File: src/rtl/spram_burst_ctrl_pkg.sv
// ---------------------------------------------------------------------------
// spram_burst_ctrl_pkg
// Shared definitions for the single-port RAM burst controller: FSM state
// encoding, default geometry and the beat-counter width.
// ---------------------------------------------------------------------------
package spram_burst_ctrl_pkg;

  localparam int DEF_DATA_W = 8;
  localparam int DEF_ADDR_W = 6;
  localparam int DEF_DEPTH  = 32;

  // Holds cmd_len + 1, i.e. 1..16 beats.
  localparam int BEAT_W = 5;

  typedef enum logic [1:0] {
    ST_IDLE  = 2'd0,
    ST_WRITE = 2'd1,
    ST_READ  = 2'd2,
    ST_DONE  = 2'd3
  } state_e;

endpackage : spram_burst_ctrl_pkg

File: src/rtl/spram_burst_ctrl.sv
// ---------------------------------------------------------------------------
// spram_burst_ctrl
// Burst controller in front of a single-port synchronous RAM (1-cycle read
// latency). Accepts write or read bursts of 1..16 beats starting at any
// implemented address; the address wraps modulo DEPTH. Read beats stream at
// one per clock while rd_ready is high and stall losslessly otherwise.
//
// Ports
//   clk, rst_n                 clock, asynchronous active-low reset
//   cmd_valid/cmd_ready        command handshake (ready only when idle)
//   cmd_write, cmd_addr, cmd_len  direction, start address, beats-1
//   wr_valid/wr_ready/wr_data  write-beat stream into the RAM
//   rd_valid/rd_ready/rd_data  read-beat stream out of the RAM
//   ram_en, ram_we, ram_addr, ram_data, ram_q  RAM port
//   busy                       FSM not idle
//   done, err                  one-cycle pulses: burst finished / bad address
// ---------------------------------------------------------------------------
module spram_burst_ctrl
  import spram_burst_ctrl_pkg::*;
#(
  parameter int DATA_W = DEF_DATA_W,
  parameter int ADDR_W = DEF_ADDR_W,
  parameter int DEPTH  = DEF_DEPTH
) (
  input  logic              clk,
  input  logic              rst_n,
  input  logic              cmd_valid,
  output logic              cmd_ready,
  input  logic              cmd_write,
  input  logic [ADDR_W-1:0] cmd_addr,
  input  logic [3:0]        cmd_len,
  input  logic              wr_valid,
  output logic              wr_ready,
  input  logic [DATA_W-1:0] wr_data,
  output logic              rd_valid,
  input  logic              rd_ready,
  output logic [DATA_W-1:0] rd_data,
  output logic              ram_en,
  output logic              ram_we,
  output logic [ADDR_W-1:0] ram_addr,
  output logic [DATA_W-1:0] ram_data,
  input  logic [DATA_W-1:0] ram_q,
  output logic              busy,
  output logic              done,
  output logic              err
);

  localparam logic [ADDR_W:0]   DEPTH_EXT = (ADDR_W + 1)'(DEPTH);
  localparam logic [ADDR_W-1:0] LAST_ADDR = ADDR_W'(DEPTH - 1);

  function automatic logic [ADDR_W-1:0] wrap_inc(input logic [ADDR_W-1:0] a);
    return (a == LAST_ADDR) ? '0 : a + ADDR_W'(1);
  endfunction

  state_e              state_q, state_d;
  logic [ADDR_W-1:0]   ptr_q, ptr_d;          // next address to write / issue
  logic [ADDR_W-1:0]   ram_addr_q;            // address presented last cycle
  logic [BEAT_W-1:0]   beats_q, beats_d;      // beats still to complete
  logic [BEAT_W-1:0]   iss_q, iss_d;          // read addresses still to issue
  logic                qv_q, qv_d;            // ram_q holds an unloaded beat
  logic                rd_valid_q, rd_valid_d;
  logic [DATA_W-1:0]   rd_data_q, rd_data_d;
  logic                err_q, err_d;
  logic                load, issue, rd_hs;

  always_ff @(posedge clk or negedge rst_n) begin
    if (!rst_n) begin
      state_q    <= ST_IDLE;
      ptr_q      <= '0;
      ram_addr_q <= '0;
      beats_q    <= '0;
      iss_q      <= '0;
      qv_q       <= 1'b0;
      rd_valid_q <= 1'b0;
      rd_data_q  <= '0;
      err_q      <= 1'b0;
    end else begin
      state_q    <= state_d;
      ptr_q      <= ptr_d;
      ram_addr_q <= ram_addr;
      beats_q    <= beats_d;
      iss_q      <= iss_d;
      qv_q       <= qv_d;
      rd_valid_q <= rd_valid_d;
      rd_data_q  <= rd_data_d;
      err_q      <= err_d;
    end
  end

  always_comb begin
    state_d    = state_q;
    ptr_d      = ptr_q;
    beats_d    = beats_q;
    iss_d      = iss_q;
    qv_d       = 1'b0;
    rd_valid_d = 1'b0;
    rd_data_d  = rd_data_q;
    err_d      = 1'b0;
    load       = 1'b0;
    issue      = 1'b0;
    rd_hs      = rd_valid_q & rd_ready;
    ram_en     = 1'b1;
    ram_we     = 1'b0;
    ram_data   = wr_data;
    ram_addr   = ram_addr_q;

    unique case (state_q)
      ST_IDLE: begin
        if (cmd_valid) begin
          if ({1'b0, cmd_addr} < DEPTH_EXT) begin
            ptr_d   = cmd_addr;
            beats_d = {1'b0, cmd_len} + BEAT_W'(1);
            iss_d   = {1'b0, cmd_len} + BEAT_W'(1);
            state_d = cmd_write ? ST_WRITE : ST_READ;
          end else begin
            err_d = 1'b1;
          end
        end
      end

      ST_WRITE: begin
        if (wr_valid) begin
          ram_we   = 1'b1;
          ram_addr = ptr_q;
          ptr_d    = wrap_inc(ptr_q);
          beats_d  = beats_q - BEAT_W'(1);
          if (beats_q == BEAT_W'(1)) state_d = ST_DONE;
        end
      end

      ST_READ: begin
        // The output register refills whenever it is empty or being drained.
        // A new address is issued only when ram_q is free or being consumed
        // this cycle; otherwise ram_addr is held so the RAM keeps returning
        // the pending word and no beat is lost during a stall.
        load  = qv_q & (~rd_valid_q | rd_ready);
        issue = (iss_q != '0) & (~qv_q | load);
        if (issue) begin
          ram_addr = ptr_q;
          ptr_d    = wrap_inc(ptr_q);
          iss_d    = iss_q - BEAT_W'(1);
        end
        qv_d       = issue | (qv_q & ~load);
        if (load) rd_data_d = ram_q;
        rd_valid_d = load | (rd_valid_q & ~rd_ready);
        if (rd_hs) begin
          beats_d = beats_q - BEAT_W'(1);
          if (beats_q == BEAT_W'(1)) state_d = ST_DONE;
        end
      end

      ST_DONE: state_d = ST_IDLE;

      default: state_d = ST_IDLE;
    endcase
  end

  assign cmd_ready = (state_q == ST_IDLE);
  assign wr_ready  = (state_q == ST_WRITE);
  assign busy      = (state_q != ST_IDLE);
  assign done      = (state_q == ST_DONE);
  assign err       = err_q;
  assign rd_valid  = rd_valid_q;
  assign rd_data   = rd_data_q;

endmodule : spram_burst_ctrl

File: config.mk
export PLATFORM = sky130hd
export DESIGN_NAME = spram_burst_ctrl
export DESIGN_NICKNAME = d
export VERILOG_FILES = /design/src/rtl/spram_burst_ctrl_pkg.sv /design/src/rtl/spram_burst_ctrl.sv
export SDC_FILE = /design/constraint.sdc
export NUM_CORES = 1
export LEC_CHECK = 0
export ABC_AREA = 1
export BUFFER_PORTS_ARGS = -buffer_cell sky130_fd_sc_hd__buf_2
export CAP_MARGIN = 10
export CELL_PAD_IN_SITES_DETAIL_PLACEMENT = 0
export CELL_PAD_IN_SITES_GLOBAL_PLACEMENT = 1
export CORE_MARGIN = 10
export CORE_UTILIZATION = 35
export CTS_BUF_LIST = sky130_fd_sc_hd__clkbuf_4
export CTS_CLUSTER_SIZE = 10
export DETAILED_ROUTE_END_ITERATION = 6
export PLACE_DENSITY = 0.72
export RECOVER_POWER = 25
export SETUP_SLACK_MARGIN = 0.1
export SLEW_MARGIN = 20
export SYNTH_ARGS = -nofsm -noshare
export SYNTH_HDL_FRONTEND = slang
export SYNTH_SLANG_ARGS = --single-unit
File: constraint.sdc
create_clock -name clk -period 3.8 [get_ports clk]
set_input_delay 0.57 -clock clk [delete_from_list [all_inputs] [get_ports clk]]
set_output_delay 0.57 -clock clk [all_outputs]
set_load 0.1 [all_outputs]
==> Word-level counts from Yosys, hierarchy flattened <==
Cells that the tools add are included.
{ "word_totals": {"register_bits": 35, "input_bits": 32, "out_inout_bits": 30, "wordCells": 77} }
{ "classes": {"add_sub_neg": 4, "order_cmp": 1, "n_eq_ne": 10, "mux": 30, "n_bitwise": 13, "reduce_logical": 10} }
{ "op_table": {"columns": ["cell", "n"], "rows": [
  ["$mux 6", 7],
  ["$mux 5", 5],
  ["$pmux 6 s3", 1],
  ["$pmux 5 s3", 1],
  ["$mux 2", 6],
  ["$pmux 6 s2", 1],
  ["$pmux 5 s2", 1],
  ["$reduce_and 5->1", 2],
  ["$sub 5x1->5 const B", 2],
  ["$ne 2x2->1 const B", 4],
  ["$pmux 2 s4", 1],
  ["$reduce_and 4->1", 2],
  ["$mux 1", 7],
  ["$add 6x1->6 const B", 1],
  ["$eq 6x5->1 const B", 1],
  ["$lt 6x6->1 const B", 1],
  ["$add 4x1->5 const B", 1],
  ["$and 1x1->1", 5],
  ["$eq 5x1->1 const B", 1],
  ["$reduce_bool 5->1", 1],
  ["$eq 2x2->1 const B", 2],
  ["$not 1->1", 4],
  ["$or 1x1->1", 4],
  ["$reduce_bool 2->1", 2],
  ["5 further kinds", 5]
]} }

==> Logic depth before layout (Yosys ltp) <==
{ "logic_depth": {"depth_word": 7, "depth_mapped": 10, "ltp_nobuf": 9} }

==> Worst setup path after synthesis <==
No wires, ideal clock.
{ "synth_timing": {"path_kind": "register to output", "startpoint": "register state_q[1]", "endpoint": "output ram_addr[0]", "arrival_ns": 2.623, "path_slack_ns": 0.607, "path_stages_with_launch": 8, "n_path_buf": 0, "path_cell_list": "dfrtp_1 inv_1 ha_1 inv_1 or2_1 nand3_2 nand2_1 nand2_1"} }
{ "synth_via": {"elab_chain_len": 2, "elab_cells_between_ends": 3, "cone_classes": "2 x eq/ne; 1 x mux"} }
{ "synth_lines": {"columns": ["item", "line_no", "text"], "rows": [
  ["start, declared", "spram_burst_ctrl.sv:55", "state_e state_q, state_d;"],
  ["start signal, assigned", "spram_burst_ctrl.sv:78", "state_q <= state_d;"],
  ["$eq 2x1->1", null, null],
  ["net wr_ready", "spram_burst_ctrl.sv:33", "output logic wr_ready,"],
  ["$pmux 6 s2", "spram_burst_ctrl.sv:107", "unique case (state_q)"],
  ["end, declared", "spram_burst_ctrl.sv:40", "output logic [ADDR_W-1:0] ram_addr,"]
]} }
The timed path passes the listed nets, and every way through them passes these cells.

==> Final worst setup path <==
{ "layout_timing": {"startpoint": "register state_q[0]", "endpoint": "output ram_addr[3]"} }
{ "layout_via": {"elab_chain_len": 2, "elab_cells_between_ends": 3, "cone_classes": "2 x eq/ne; 1 x mux"} }
{ "layout_lines": {"columns": ["item", "line_no"], "rows": [
  ["$eq 2x2->1 / $eq 2x1->1 (equally long branches)", "spram_burst_ctrl.sv:107"],
  ["$pmux 6 s2 *", "spram_burst_ctrl.sv:107"]
]} }
Every way passes the cells marked *; elsewhere a longest branch is shown, timed or not.

==> metrics <==
status=complete, but fails checks; failing checks=capacitance limit, slew limit; critical path type=reg2out; worst hold path type=in2reg; Slowest-stage cell, CP=buf_2; WL met3=352 µm; placer congestion estimate=0.786; Crit. End Element=output pin; Routed WL per cell=13.2 µm; IO Pins=62; first-pass GRT wire length=8690 µm; critical path fanouts, max=14; CP Launch Type=register; CTS sink count=35; Die Area=0.00966 mm²; HPWL reported at the end of detailed placement=3890 µm; Distinct cells, synth=32; Final Critical Period=2.87 ns; largest net degree at the start of global routing=36; antenna violations before repair=0; Syn Std Cell Area=0.00214 mm²; row count=28; initial core utilization=0.362; final worst-path setup slack=0.930 ns; post-route ant nets=0; Arr. time, crit path=2.30 ns; Finished Layout Cells=380; Setup Buffers After CTS=0; Die Span X=98.3 µm; clock slew at reported path FFs=0.11 ns; dpl ws=1.30 ns; Chip Height=98.3 µm; Reg2Reg Setup Slack=1.61 ns; RSZ-0062 raised after global routing=false; #FFs+latches synth=35; fin crit share=0.755; Worst-Margin Slew=1.92 ns; Core Footprint=0.00592 mm²; Hold Crit Endpoint=rd_data[6]; port bufs=44; met2 wire length=2280 µm; antenna cells=0; met1 wire length=2330 µm; Post-route DRC=0; vias in the first global route=1790; filler instances=638; Clock Latency Late Sink=0.34 ns; crit-path cells=inv_1, ha_1, buf_4, inv_2, o21ai_2, nand3_1, nand2_1, buf_2; Slew HR=-0.277; Buf/Inv on CP=4; maximum root-to-sink buffer count=2; count of final hold-check violations=0; DR pass1 iterations=4; DRT Wirelength=5010 µm; CTS buffer count=5; max incr delay on CP=0.43 ns; maximum achievable frequency=348 MHz; sequential share of the synthesized area=0.408; vias per cell=4.66; synthesized area per cell=8.09 µm²; 1st-iter DRT viols=62; worst path required time=3.23 ns; Sum Neg Setup Slack=0 ns; final design utilization=0.411; Post-Syn Instances=265; nets=346; # resized after CTS=0; layout cells sized above 1=0.256; Slew Viols, Final=36; top layer in use=met4; reg2reg start=state_q[0]; dpl cells=372; R2R depth=8; TritonCTS clock tree=built; setup violators final=0; Max Cap Viol=1; GRT overflow=0; # hold bufs at CTS=0; CTS root buffer=clkbuf_4; Vias=1772; hold depth=2; GRT Total Usage=0.107; top cell family by delay on the critical path=buffers and inverters; r2r endpoint=ptr_q[3]; Clock Skews=0.0101 ns; Layout area overhead=13.4%; syn nets=307; H-tree depth=2; worst hold start=ram_q[6]; Ys Warns=0
[worst max path at each step]
stage	from	end	slack (ns)	depth (start not counted)
floorplan	state_q[1]	ram_addr[0]	0.61	7
global placement	state_q[1]	ram_addr[3]	1.32	6
detailed placement	state_q[0]	ram_addr[3]	1.30	8
CTS	state_q[0]	ram_addr[3]	0.89	8
global route	state_q[0]	ram_addr[5]	0.74	8
finish	state_q[0]	ram_addr[3]	0.93	8
[state kept, by name (all words and copies together), names as in the netlist]
signal and flops:
qv_q 1, iss_q 5, state_q 2, beats_q 5
err 1, ram_addr_q 6, ptr_q 6, rd_valid 1
rd_data 8
[cells in the final DEF (no fill, tap or decap), types with 2 or more instances in the layout]
cell and instances:
a21oi_2 2, nand2_2 2, nand3_2 4, nand3b_4 2
o21ai_0 15, mux2_2 8, inv_1 24, dfrtp_1 35
o21bai_1 2, xor2_1 2, ha_1 10, nor2_1 12
clkinvlp_4 2, a21oi_1 3, nand3_1 17, nand2_1 91
buf_2 43, xnor2_1 2, nand4_1 2, clkbuf_4 5
o21ai_1 7
[Yosys cell counts, drive strengths merged]
cell     n  area, µm²
nand3   21        125
dfrtp   35        876
nand3b   3       47.6
xnor2    2       17.5
nand4    2       12.5
ha      10        125
a21oi    6       48.8
nor2    14       62.6
buf     13       90.1
inv     25       93.8
conb     1       3.75
o21bai   2       15.0
o21ai   24        135
mux2     8       90.1
nand2   94        365
xor2     2       17.5
a31oi    1       6.26
or2      2       12.5
[cell families after synthesis]
group                      after synthesis  share of synthesized area
AOI/OAI and AO/OA                       33                     0.0957
xor gates and xnor gates                 4                     0.0163
adders and majority gates               10                     0.0583
buffers and inverters                   38                     0.0858
DFF                                     35                      0.408
muxes                                    8                     0.0420
other                                    1                    0.00175
and+or+nand+nor                        136                      0.292
[layout make-up]
| class | instances | area [µm²] | share of cell area |
|---|---|---|---|
| Tap cell | 75 | 93.8 | 0.0386 |
| Multi-Input combinational cell | 192 | 1080 | 0.446 |
| Timing Repair Buffer | 45 | 226 | 0.0931 |
| Clock inverter | 3 | 20.0 | 0.00823 |
| Sequential cell | 35 | 876 | 0.360 |
| Clock buffer | 5 | 37.5 | 0.0154 |
| Inverter | 25 | 93.8 | 0.0386 |
[metal layers]
layer | up-vias | GRT usage
li1 | 922 | -
met1 | 809 | 0.133
met2 | 34 | 0.167
met3 | 7 | 0.0395
met4 | 0 | 0.0320
met5 | - | 0
[per-stage QoR]
step / instance area [µm²] / hold WS [ns]
CTS: 2430 / 0.330
finish: 2430 / 0.457
global placement: 2380 / 0.462
floorplan: 2140 / 0.274
detailed placement: 2380 / 0.460
global route: 2430 / 0.437
Power is left out: the tool's default activity adds up to more than one toggle a clock period on the data nets, which glitch-free logic cannot reach.
